File: src/rtl/pipe_hold_ctrl.sv
// Pipeline hold/flush controller: merges per-requester freeze depths into a
// thermometer hold vector and sequences jump flushes, with stall statistics.
module pipe_hold_ctrl #(
    parameter int NUM_REQ       = 6,
    parameter int NUM_STAGE     = 4,
    parameter int FLUSH_CYC     = 2,
    parameter int STALL_TIMEOUT = 255,
    parameter int CNT_W         = 16,
    localparam int DW = ($clog2(NUM_STAGE + 1) > 1) ? $clog2(NUM_STAGE + 1) : 1,
    localparam int SW = ($clog2(NUM_REQ) > 1) ? $clog2(NUM_REQ) : 1
) (
    input  logic                  clk,
    input  logic                  rst_n,
    input  logic [NUM_REQ-1:0]    hold_req_i,
    input  logic [NUM_REQ*DW-1:0] hold_depth_i,
    input  logic                  jump_flag_i,
    input  logic                  stat_clr_i,
    output logic [NUM_STAGE-1:0]  hold_o,
    output logic                  flush_o,
    output logic [SW-1:0]         hold_src_o,
    output logic                  timeout_o,
    output logic [CNT_W-1:0]      stall_cnt_o
);

    typedef enum logic [1:0] {RUN, FLUSH, STALL} state_t;

    state_t               state_q, state_d;
    logic [3:0]           fcnt_q, fcnt_d;
    logic [15:0]          consec_q, consec_d;
    logic [SW-1:0]        src_q;
    logic                 timeout_q, timeout_d;
    logic [CNT_W-1:0]     cnt_q, cnt_d;

    logic [NUM_STAGE-1:0] req_hold;
    logic [SW-1:0]        src_sel;
    logic                 any_req;
    logic                 flush_act;
    logic                 stall;

    // Scan from the top so the lowest active index wins; depths beyond
    // NUM_STAGE clamp naturally because only NUM_STAGE bits exist.
    always_comb begin
        req_hold = '0;
        src_sel  = '0;
        any_req  = 1'b0;
        for (int r = NUM_REQ - 1; r >= 0; r--) begin
            if (hold_req_i[r] && (hold_depth_i[r*DW +: DW] != '0)) begin
                any_req = 1'b1;
                src_sel = SW'(r);
                for (int k = 0; k < NUM_STAGE; k++) begin
                    if (int'(hold_depth_i[r*DW +: DW]) > k) req_hold[k] = 1'b1;
                end
            end
        end
    end

    // A jump flushes in its own cycle; reset kills any flush immediately.
    assign flush_act = rst_n & (jump_flag_i | (state_q == FLUSH));
    assign flush_o   = flush_act;
    assign hold_o    = flush_act ? {NUM_STAGE{1'b1}} : req_hold;
    assign stall     = |hold_o;

    always_comb begin
        state_d = state_q;
        fcnt_d  = fcnt_q;
        if (jump_flag_i) begin
            if (FLUSH_CYC > 1) begin
                state_d = FLUSH;
                fcnt_d  = 4'(FLUSH_CYC - 1);
            end else begin
                state_d = any_req ? STALL : RUN;
                fcnt_d  = '0;
            end
        end else begin
            case (state_q)
                FLUSH: begin
                    if (fcnt_q > 4'd1) begin
                        fcnt_d = fcnt_q - 4'd1;
                    end else begin
                        fcnt_d  = '0;
                        state_d = any_req ? STALL : RUN;
                    end
                end
                RUN:     if (any_req)  state_d = STALL;
                STALL:   if (!any_req) state_d = RUN;
                default: state_d = RUN;
            endcase
        end
    end

    always_comb begin
        if (!stall)                                consec_d = '0;
        else if (consec_q >= 16'(STALL_TIMEOUT))   consec_d = consec_q;
        else                                       consec_d = consec_q + 16'd1;

        if (stat_clr_i)                            timeout_d = 1'b0;
        else                                       timeout_d = timeout_q | (consec_d == 16'(STALL_TIMEOUT));

        if (stat_clr_i)                            cnt_d = '0;
        else if (stall)                            cnt_d = cnt_q + CNT_W'(1);
        else                                       cnt_d = cnt_q;
    end

    always_ff @(posedge clk or negedge rst_n) begin
        if (!rst_n) begin
            state_q   <= RUN;
            fcnt_q    <= '0;
            consec_q  <= '0;
            src_q     <= '0;
            timeout_q <= 1'b0;
            cnt_q     <= '0;
        end else begin
            state_q   <= state_d;
            fcnt_q    <= fcnt_d;
            consec_q  <= consec_d;
            timeout_q <= timeout_d;
            cnt_q     <= cnt_d;
            if (any_req) src_q <= src_sel;
        end
    end

    assign hold_src_o  = src_q;
    assign timeout_o   = timeout_q;
    assign stall_cnt_o = cnt_q;

endmodule

File: config.mk
export PLATFORM = sky130hd
export DESIGN_NAME = pipe_hold_ctrl
export DESIGN_NICKNAME = d
export VERILOG_FILES = /design/src/rtl/pipe_hold_ctrl.sv
export SDC_FILE = /design/constraint.sdc
export NUM_CORES = 1
export LEC_CHECK = 0
export CORE_UTILIZATION = 30
export DETAILED_ROUTE_END_ITERATION = 16
export GPL_TIMING_DRIVEN = 0
export HOLD_SLACK_MARGIN = 0.03
export MAX_ROUTING_LAYER = met4
export SLEW_MARGIN = 20
export SYNTH_ARGS = -nofsm -noshare
export SYNTH_HDL_FRONTEND = slang
export SYNTH_SLANG_ARGS = --single-unit
File: constraint.sdc
create_clock -name clk -period 4.8 [get_ports clk]
set_clock_uncertainty 0.05 [all_clocks]
set_input_delay 0.72 -clock clk [delete_from_list [all_inputs] [get_ports clk]]
set_output_delay 0.72 -clock clk [all_outputs]
set_load 0.1 [all_outputs]
# == Word level (Yosys, flattened, before mapping) ==
# Cells that the tools add are included.
# word_totals
register_bits,42
in_bits,28
out_inout_bits,25
word_cells,118
# op_classes
addsub,3
magnitude_cmp,26
n_eq_ne,6
mux,57
bitwise,3
n_reduce_logical,17
# ops
op,count
16-bit 2-to-1 mux,4
4-bit 2-to-1 mux,10
3-bit by 1-bit greater-than comparator with 1-bit output (second input constant),12
3-bit by 2-bit greater-than comparator with 1-bit output (second input constant),12
16-bit by 1-bit adder with 16-bit output (second input constant),2
1-bit 2-to-1 mux,31
3-bit 2-to-1 mux,6
3-bit nonzero test,6
16-bit by 8-bit equality test with 1-bit output (second input constant),1
16-bit by 8-bit greater-or-equal comparator with 1-bit output (second input constant),1
2-bit 2-to-1 mux,5
3-bit != test (second input constant),3
1-bit logical AND,6
2-bit one-hot mux with 3 select lines,1
4-bit by 1-bit greater-than comparator with 1-bit output (second input constant),1
2-bit nonzero test,2
4-bit OR reduction,1
4-bit by 1-bit subtractor with 4-bit output (second input constant),1
3-bit AND reduction,1
2-bit by 1-bit equality test with 1-bit output (second input constant),1
2-bit equality test (second input constant),1
2-bit zero test,1
1-bit bitwise OR,2
1-bit bitwise AND,1

# == Depth between registers and ports, before layout ==
# depth
depth_word,19
depth_mapped,9
ltp_nobuf,7

# == Least setup slack after synthesis ==
# OpenSTA, ideal clock, no wires.
# synth_timing
path_kind,input port to output port
from,in jump_flag_i
to,out hold_o[2]
arrival_ns,2.769
t_required_ns,4.030
slack_ns,1.261
cell_stages,4
path_buffers,0
cell_sequence,o21ai_1 > inv_1 > a221oi_1 > nand3_1
# synth_via
elab_chain_cells,3
# synth_rtl
element,line_no,text
"start, declared",16,"input logic jump_flag_i,"
1-bit bitwise OR,58,assign flush_act = rst_n & (jump_flag_i | (state_q == FLUSH));
1-bit bitwise AND,58,
named net flush_o,19,"output logic flush_o,"
4-bit 2-to-1 mux,60,assign hold_o = flush_act ? {NUM_STAGE{1'b1}} : req_hold;
"end, declared",18,"output logic [NUM_STAGE-1:0] hold_o,"
# The timed path passes the listed nets, and every way through them passes these cells.

# == Final worst setup path ==
# layout_timing
from,in hold_depth_i[11]
to,out hold_o[0]
# layout_via
elab_chain_cells,10
# layout_rtl
element,line_no,text
"start, declared",15,"input logic [NUM_REQ*DW-1:0] hold_depth_i,"
3-bit by 1-bit greater-than comparator with 1-bit output / 3-bit nonzero test (equally long branches),"51, 47",
1-bit 2-to-1 mux / 1-bit logical AND (equally long branches),"51, 47",
4-bit 2-to-1 mux (*),47,if (hold_req_i[r] && (hold_depth_i[r*DW +: DW] != '0)) begin
1-bit 2-to-1 mux,51,if (int'(hold_depth_i[r*DW +: DW]) > k) req_hold[k] = 1'b1;
4-bit 2-to-1 mux (*),47,
1-bit 2-to-1 mux,51,
4-bit 2-to-1 mux (*),47,
1-bit 2-to-1 mux,51,
4-bit 2-to-1 mux (*),47,
4-bit 2-to-1 mux (*),60,
# Mark *: on every way between the ends. The rest lies on a longest branch, timed or not.

==> metrics.md <==
| Metric | Value |
|---|---|
| Post-CTS Setup Bufs | 0 |
| Hold slack | 0.302 ns |
| MaxCap Viol Count | 0 |
| Final min period | 4.49 ns |
| Clock sinks | 42 |
| Worst vdd ir | 0.114 mV |
| Final Hold Vio Count | 0 |
| First-pass GRT wire length | a little under 10000 µm |
| Synthesized netlist net count | between 200 and 300 |
| Clock latency on the worst-skew pair | 0.30 ns |
| Combinational family with the most area after synthesis | compound AO/OA/AOI/OAI gates |
| Post-synth EDFFs | 0 |
| Worst-Margin Slew | approximately 1 ns |
| CTS Buf Count | 5 |
| CTS H-tree depth | 2 |
| GP Congestion | 0.762 |
| Power density over cell area | roughly 310 nW/µm² |
| Largest net degree at the start of global routing | 27 |
| Die span in x | 89.6 µm |
| I/O Buffers | just over 50 |
| Wire per inst | roughly 14 µm |
| Layout cell share with drive strength beyond 1 | under 10% |
| Flops & latches, synth | 42 |
| Leak | 1.22 nW |
| Crit path DAT | about 3.7 ns |
| Cell taking the most area after synthesis | dfrtp_1 |
| Mux cell area share after synthesis | less than 1% |
| Total power draw | approximately 0.96 mW |
| Crit path required time | a little over 4 ns |
| Yosys Warn Count | 0 |
| Maximum root-to-sink buffer count | 2 |
| Gr ovfl total | 0 |
| DRC Markers | 0 |
| Die Ht | 89.6 µm |
| Post-DP HPWL | 4150 µm |
| Critical path, cell by cell | clkdlybuf4s50_1 -> o31a_1 -> and4bb_2 -> buf_6 -> and3_1 -> buf_6 -> inv_2 -> clkbuf_1 -> clkdlybuf4s50_1 |
| Starting DRC count in detailed routing | approximately 120 |
| Initial Util | 31.4% |
| IO Count | 53 |
| Slowest cell delay on critical path | 1.20 ns |
| Synth top area share | 45.7% |
| Number of global-route vias before repair | 2015 |
| RSZ-0062 raised after global routing | false |
| Routed via count | 2089 |
| Main synth FF type | dfrtp_1 |
| Final setup fails | 0 |
| Slew headroom | 33.3% |
| Initial antenna violation count | 0 |
| Startpoint Class | primary input |
| Achievable frequency | 223 MHz |
| Async SR Flop Fraction | 100% |
| Synth Cell Area | roughly 2300 µm² |
| Core area | 7330 µm² |
| Top cells by area, synth | dfrtp_1 46%, xnor2_1 3.4%, a21oi_1 3.3% |
| Final net count | between 300 and 400 |
| Syn Area/Cell | 9.51 µm² |
| Vias per cell | between 5 and 6 |
| XOR/XNOR Fraction of Synth Area | under 10% |
| Min-Delay Path Class | primary input to async pin |
| Drt first pass iters | 4 |
| Max Fanout on Critical Path | 10 |
| Adder-cell area share of the yosys netlist | 2.18% |
| FILL cells | between 700 and 800 |
| Mapped Cells | 242 |
| CTS tree | done |
| Clk root buf | clkbuf_8 |
| Crit. End Element | output port |
| Area growth, synth to finish | 32.4% |
| Routed Antenna Nets | 0 |
| Final period util | approximately 93% |
| CTS Hold Buffers Added | 0 |
| Status | finished clean |
| Slew Viols, Final | 0 |
| N_diodes | 0 |
| # rows | 31 |
| Gr usage total | 15.9% |
| Critical path class | primary input to output port |
| Worst-path clk slew | 0.09 ns |
| Synth unique cells | 46 |
| Register area share after synthesis | 45.7% |
| DRT Wirelength | 5660 µm |
| CP max stage cell | clkdlybuf4s50_1 |
| Simple-gate share of the synthesized area | 21.5% |
| Synth Area in Compound Gates | 21.8% |
| Die area | 8020 µm² |
| Post-cts resize count | 0 |
==> kinds of logic (layout without fill, tap and decap cells) <==
group / Yosys count / after routing
AND/OR/NAND/NOR: 91 / 91
AO/OA/AOI/OAI: 73 / 73
flip-flops: 42 / 42
multiplexers: 2 / 2
XOR/XNOR: 9 / 9
adder cells (fa/ha/maj): 4 / 4
buffers and inverters: 21 / 81
==> worst max-delay path, delay by kind of cell <==
family	cells	cell delay (ns)
AO/OA/AOI/OAI	1	0.21
buffers and inverters	6	2.36
AND/OR/NAND/NOR	2	0.43
==> through the flow <==
stage / setup TNS, ns / cells / utilization (%) / cell area, µm² / worst slack (ns)
3_3_place_gp: -4.91 / 392 / 40.0 / 2940 / -1.48
3_5_place_dp: 0 / 393 / 40.2 / 2950 / 0.284
5_1_grt: 0 / 401 / 41.5 / 3050 / 0.150
6_report: 0 / 401 / 41.5 / 3050 / 0.313
2_1_floorplan: 0 / 242 / - / 2300 / 1.26
4_1_cts: 0 / 401 / 41.5 / 3050 / 0.277
==> cells in the mapped netlist, types with 5 or more instances <==
| cell type | count |
|---|---|
| xnor2_1 | 9 |
| a22oi_1 | 5 |
| inv_1 | 10 |
| nand3_1 | 9 |
| and2_1 | 9 |
| o21ai_0 | 13 |
| a311oi_1 | 7 |
| a21oi_1 | 15 |
| a21o_1 | 6 |
| and3_1 | 5 |
| o31ai_1 | 6 |
| nor4_1 | 8 |
| nand4_1 | 6 |
| nor2_1 | 20 |
| clkbuf_1 | 5 |
| nand2_1 | 15 |
| dfrtp_1 | 42 |
==> path summary, 6_finish.rpt <==
path	from	to	slack, ns	cells after the start
worst max register to register	consec_q[0]	timeout_o	2.53	6
worst min register to register	state_q[0]	state_q[1]	0.43	1
worst max-delay path	hold_depth_i[11]	hold_o[0]	0.31	9
max in group asynchronous	rst_n	hold_src_o[1]	3.91	2
worst min-delay path	rst_n	stall_cnt_o[12]	0.30	1
min in group clk	state_q[0]	state_q[1]	0.43	1
==> placed cells by master (no fill, tap or decap), types with 2 or more instances in the layout <==
cell type and count:
clkdlybuf4s50_1 50, dfrtp_1 42, nor2_1 20, a21oi_1 15, nand2_1 15, o21ai_0 13, inv_1 10, nand3_1 9
and2_1 9, xnor2_1 9, nor4_1 8, a311oi_1 7, o31ai_1 6, nand4_1 6, a21o_1 6, clkbuf_8 6
and3_1 5, clkbuf_1 5, a22oi_1 5, o31a_1 4, o21a_1 4, or4_1 4, ha_1 4, buf_6 3
nand4b_1 3, or3_1 2, and4_1 2, a221oi_1 2, buf_2 2, nor3_1 2, a211oi_1 2, nand2b_1 2
o41ai_1 2
==> cell type report <==
type	instances	area (µm²)	share of cell area [%]
clock buffer	6	82.6	2.71
timing repair buffer	52	526	17.3
multi-input combinational	179	1150	37.7
sequential	42	1050	34.5
tap	99	124	4.07
buffer	10	61.3	2.01
clock inverter	2	12.5	0.411
inverter	11	41.3	1.36
==> per-layer routing <==
layer / GRT usage, % / up-vias / wire length, µm / share of wire, %
li1: - / 1031 / - / -
met2: 24.8 / 47 / 2660 / 47
met5: - / - / 0 / 0
met3: 2.83 / 2 / 194 / 3.4
met1: 21.7 / 1009 / 2780 / 49
met4: 3.03 / 0 / 21 / 0.37
==> flip-flops by register name (all words and copies together) (netlist names) <==
register / flops
consec_q: 16
stall_cnt_o: 16
fcnt_q: 4
hold_src_o: 3
state_q: 2
timeout_o: 1
==> where the power goes <==
part	total, mW	internal, mW	leakage (nW)	switching [mW]
clock network	0.241	0.116	0.0472	0.125
logic	0.270	0.115	0.614	0.156
registers	0.446	0.396	0.557	0.0499
total	0.957	0.626	1.22	0.331
Note: power is estimated with default switching activity, not from simulation.
==> variant: new RTL, config.mk and constraints unchanged <==
The parameter `NUM_REQ` goes from 6 to 8.
--- a/src/rtl/pipe_hold_ctrl.sv
+++ b/src/rtl/pipe_hold_ctrl.sv
@@ -1,7 +1,7 @@
 // Pipeline hold/flush controller: merges per-requester freeze depths into a
 // thermometer hold vector and sequences jump flushes, with stall statistics.
 module pipe_hold_ctrl #(
-    parameter int NUM_REQ       = 6,
+    parameter int NUM_REQ       = 8,
     parameter int NUM_STAGE     = 4,
     parameter int FLUSH_CYC     = 2,
     parameter int STALL_TIMEOUT = 255,
Interface: changed (resized hold_depth_i and hold_req_i); port bits go from 53 to 61. The function was not compared with the original's and may differ.
==> variant against the original RTL <==
- design area is 12% higher
- power increased by 11%
- critical path depth shrank 1
- critical endpoint unchanged
- largest cell class unchanged
- clock power is 15% higher
- sequential cell count did not move
- sequential share of layout area down 3.7 points
- wire length rose by 14%
- non-clock buffer count increased by 6
- worst setup slack gained 0.15 ns
- area after synthesis grew 11%
- synthesized cell count increased by 8.3%
- die area grew 10%
==> variant: results (changes against the original RTL) <==
----------------------------------------------------
[Status]
  Result of the run ... complete, no violations

[Route]
  Met2 routed WL ... 3170 um (+19%)
  Detailed-route wire length ... 6450 um (+14%)
  Mean routed wirelength per cell ... 14.8 um (+4.9%)
  Starting DRC count in detailed routing ... 113 (-4.2%)
  Length of routed met3 wiring ... 346 um (+78%)
  Wire length on met1 ... 2830 um (+1.8%)

[Critical path]
  CP max stage delay ... 0.96 ns (-0.24 ns)
  Worst EP arrival ... 3.56 ns (-0.16 ns)
  Reg-to-reg slack, setup ... 2.58 ns (+0.05 ns)
  Source of the critical timing path ... hold_depth_i[17]

[Place]
  # port buffers ... 60 (+18%)
  GP Congestion ... 0.804 (+5.6%)
  Placed Cells ... 428 (+8.9%)
  Pre-CTS setup slack ... 0.391 ns (+0.106 ns)
  HPWL Detailed ... 5000 um (+20%)
  Cell area after placement ... 3300 um^2 (+12%)

[Synthesis]
  Share of the synthesized area in compound gates (AO/OA/AOI/OAI) ... 0.225 (+0.00701)
  Synthesized area per cell ... 9.72 um^2 (+2.2%)
  Fraction of synthesized area in multiplexers ... 0.0197 (+0.0104)
  Syn Nets ... 302 (+10%)
  Adder and majority cell fraction of the synthesized area ... 0.0197 (-0.00209)
  Sequential share of the synthesized area ... 0.413 (-0.0440)
  Most area-consuming cells after synthesis ... sky130_fd_sc_hd__dfrtp_1 41%, sky130_fd_sc_hd__a21oi_1 3.3%, sky130_fd_sc_hd__nor2_1 3.2%
  Number of unique standard cell types used by synthesis ... 53 (+15%)
  Leading post-synthesis cells by instance count ... 42 x sky130_fd_sc_hd__dfrtp_1, 22 x sky130_fd_sc_hd__nor2_1, 21 x sky130_fd_sc_hd__nand2_1

[Global route]
  Routing usage on met2 ... 0.269 (+0.0215)
  Routing usage on met3 ... 0.0332 (+0.00484)
  Tot GR Track Use ... 0.160 (+0.00125)
  Largest net degree at the start of global routing ... 24 (-11%)
  Vias in the first global route ... 2,312 (+15%)
  Met1 track demand over resource ... 0.188 (-0.0288)

[Cells and area]
  Nets ... 370 (+11%)
  Count of fill cells added during filler insertion ... 799 (+13%)

[Timing]
  Relative slew margins ... 0.328 (-0.00448)
  Ratio of final minimum period to clock period ... 0.903 (-0.0319)

[Power]
  Peak supply drop ... 0.116 mV (+2.2%)
  Leakage power of the design ... 1.38 nW (+13%)

----------------------------------------------------
-- variant: cell count changes after synthesis, sizes merged, moves of 4 or more --
| cell | delta |
|---|---|
| nor3 | +5 |
| nand2 | +6 |
| nand2b | +5 |
| nor2b | +10 |
| or4 | +6 |
| and2 | -7 |
| o31ai | +13 |
| a311oi | -5 |
| xnor2 | -4 |
| o31a | -4 |
-- variant: report_power, final --
part           switching [W]  internal, W  total, W
Sequential         0.0000574     0.000397  0.000454
Clock               0.000123     0.000153  0.000276
Combinational       0.000194     0.000141  0.000335
-- variant: metrics by stage --
step           setup TNS [ns]  hold WS [ns]
5_1_grt                     0         0.375
6_report                    0         0.351
3_3_place_gp            -2.11         0.433
4_1_cts                     0         0.363
3_5_place_dp                0         0.438
2_1_floorplan               0         0.374
-- variant: worst max-delay path, delay by kind of cell --
family | cells | cell delay [ns]
AOI/OAI and AO/OA | 1 | 0.35
buffers and inverters | 5 | 1.88
and+or+nand+nor | 2 | 0.60
-- variant: final cells by class --
class                      count  area [um^2]  area share
clock buffer                   5         68.8      0.0202
tap                          105          131      0.0385
buffer                         7         53.8      0.0158
timing repair buffer          61          623       0.183
clock inverter                 3         40.0      0.0117
multi-input combinational    204         1410       0.413
inverter                       9         33.8     0.00991
sequential                    42         1050       0.308
-- variant: logic make-up (layout without fill, tap and decap cells) --
| kind of cell | count (synthesis) | in the layout |
|---|---|---|
| and+or+nand+nor | 115 | 115 |
| AOI/OAI and AO/OA | 74 | 74 |
| DFF | 42 | 42 |
| buffers and inverters | 16 | 85 |
| xor gates and xnor gates | 7 | 7 |
| adders and majority gates | 4 | 4 |
| muxes | 4 | 4 |
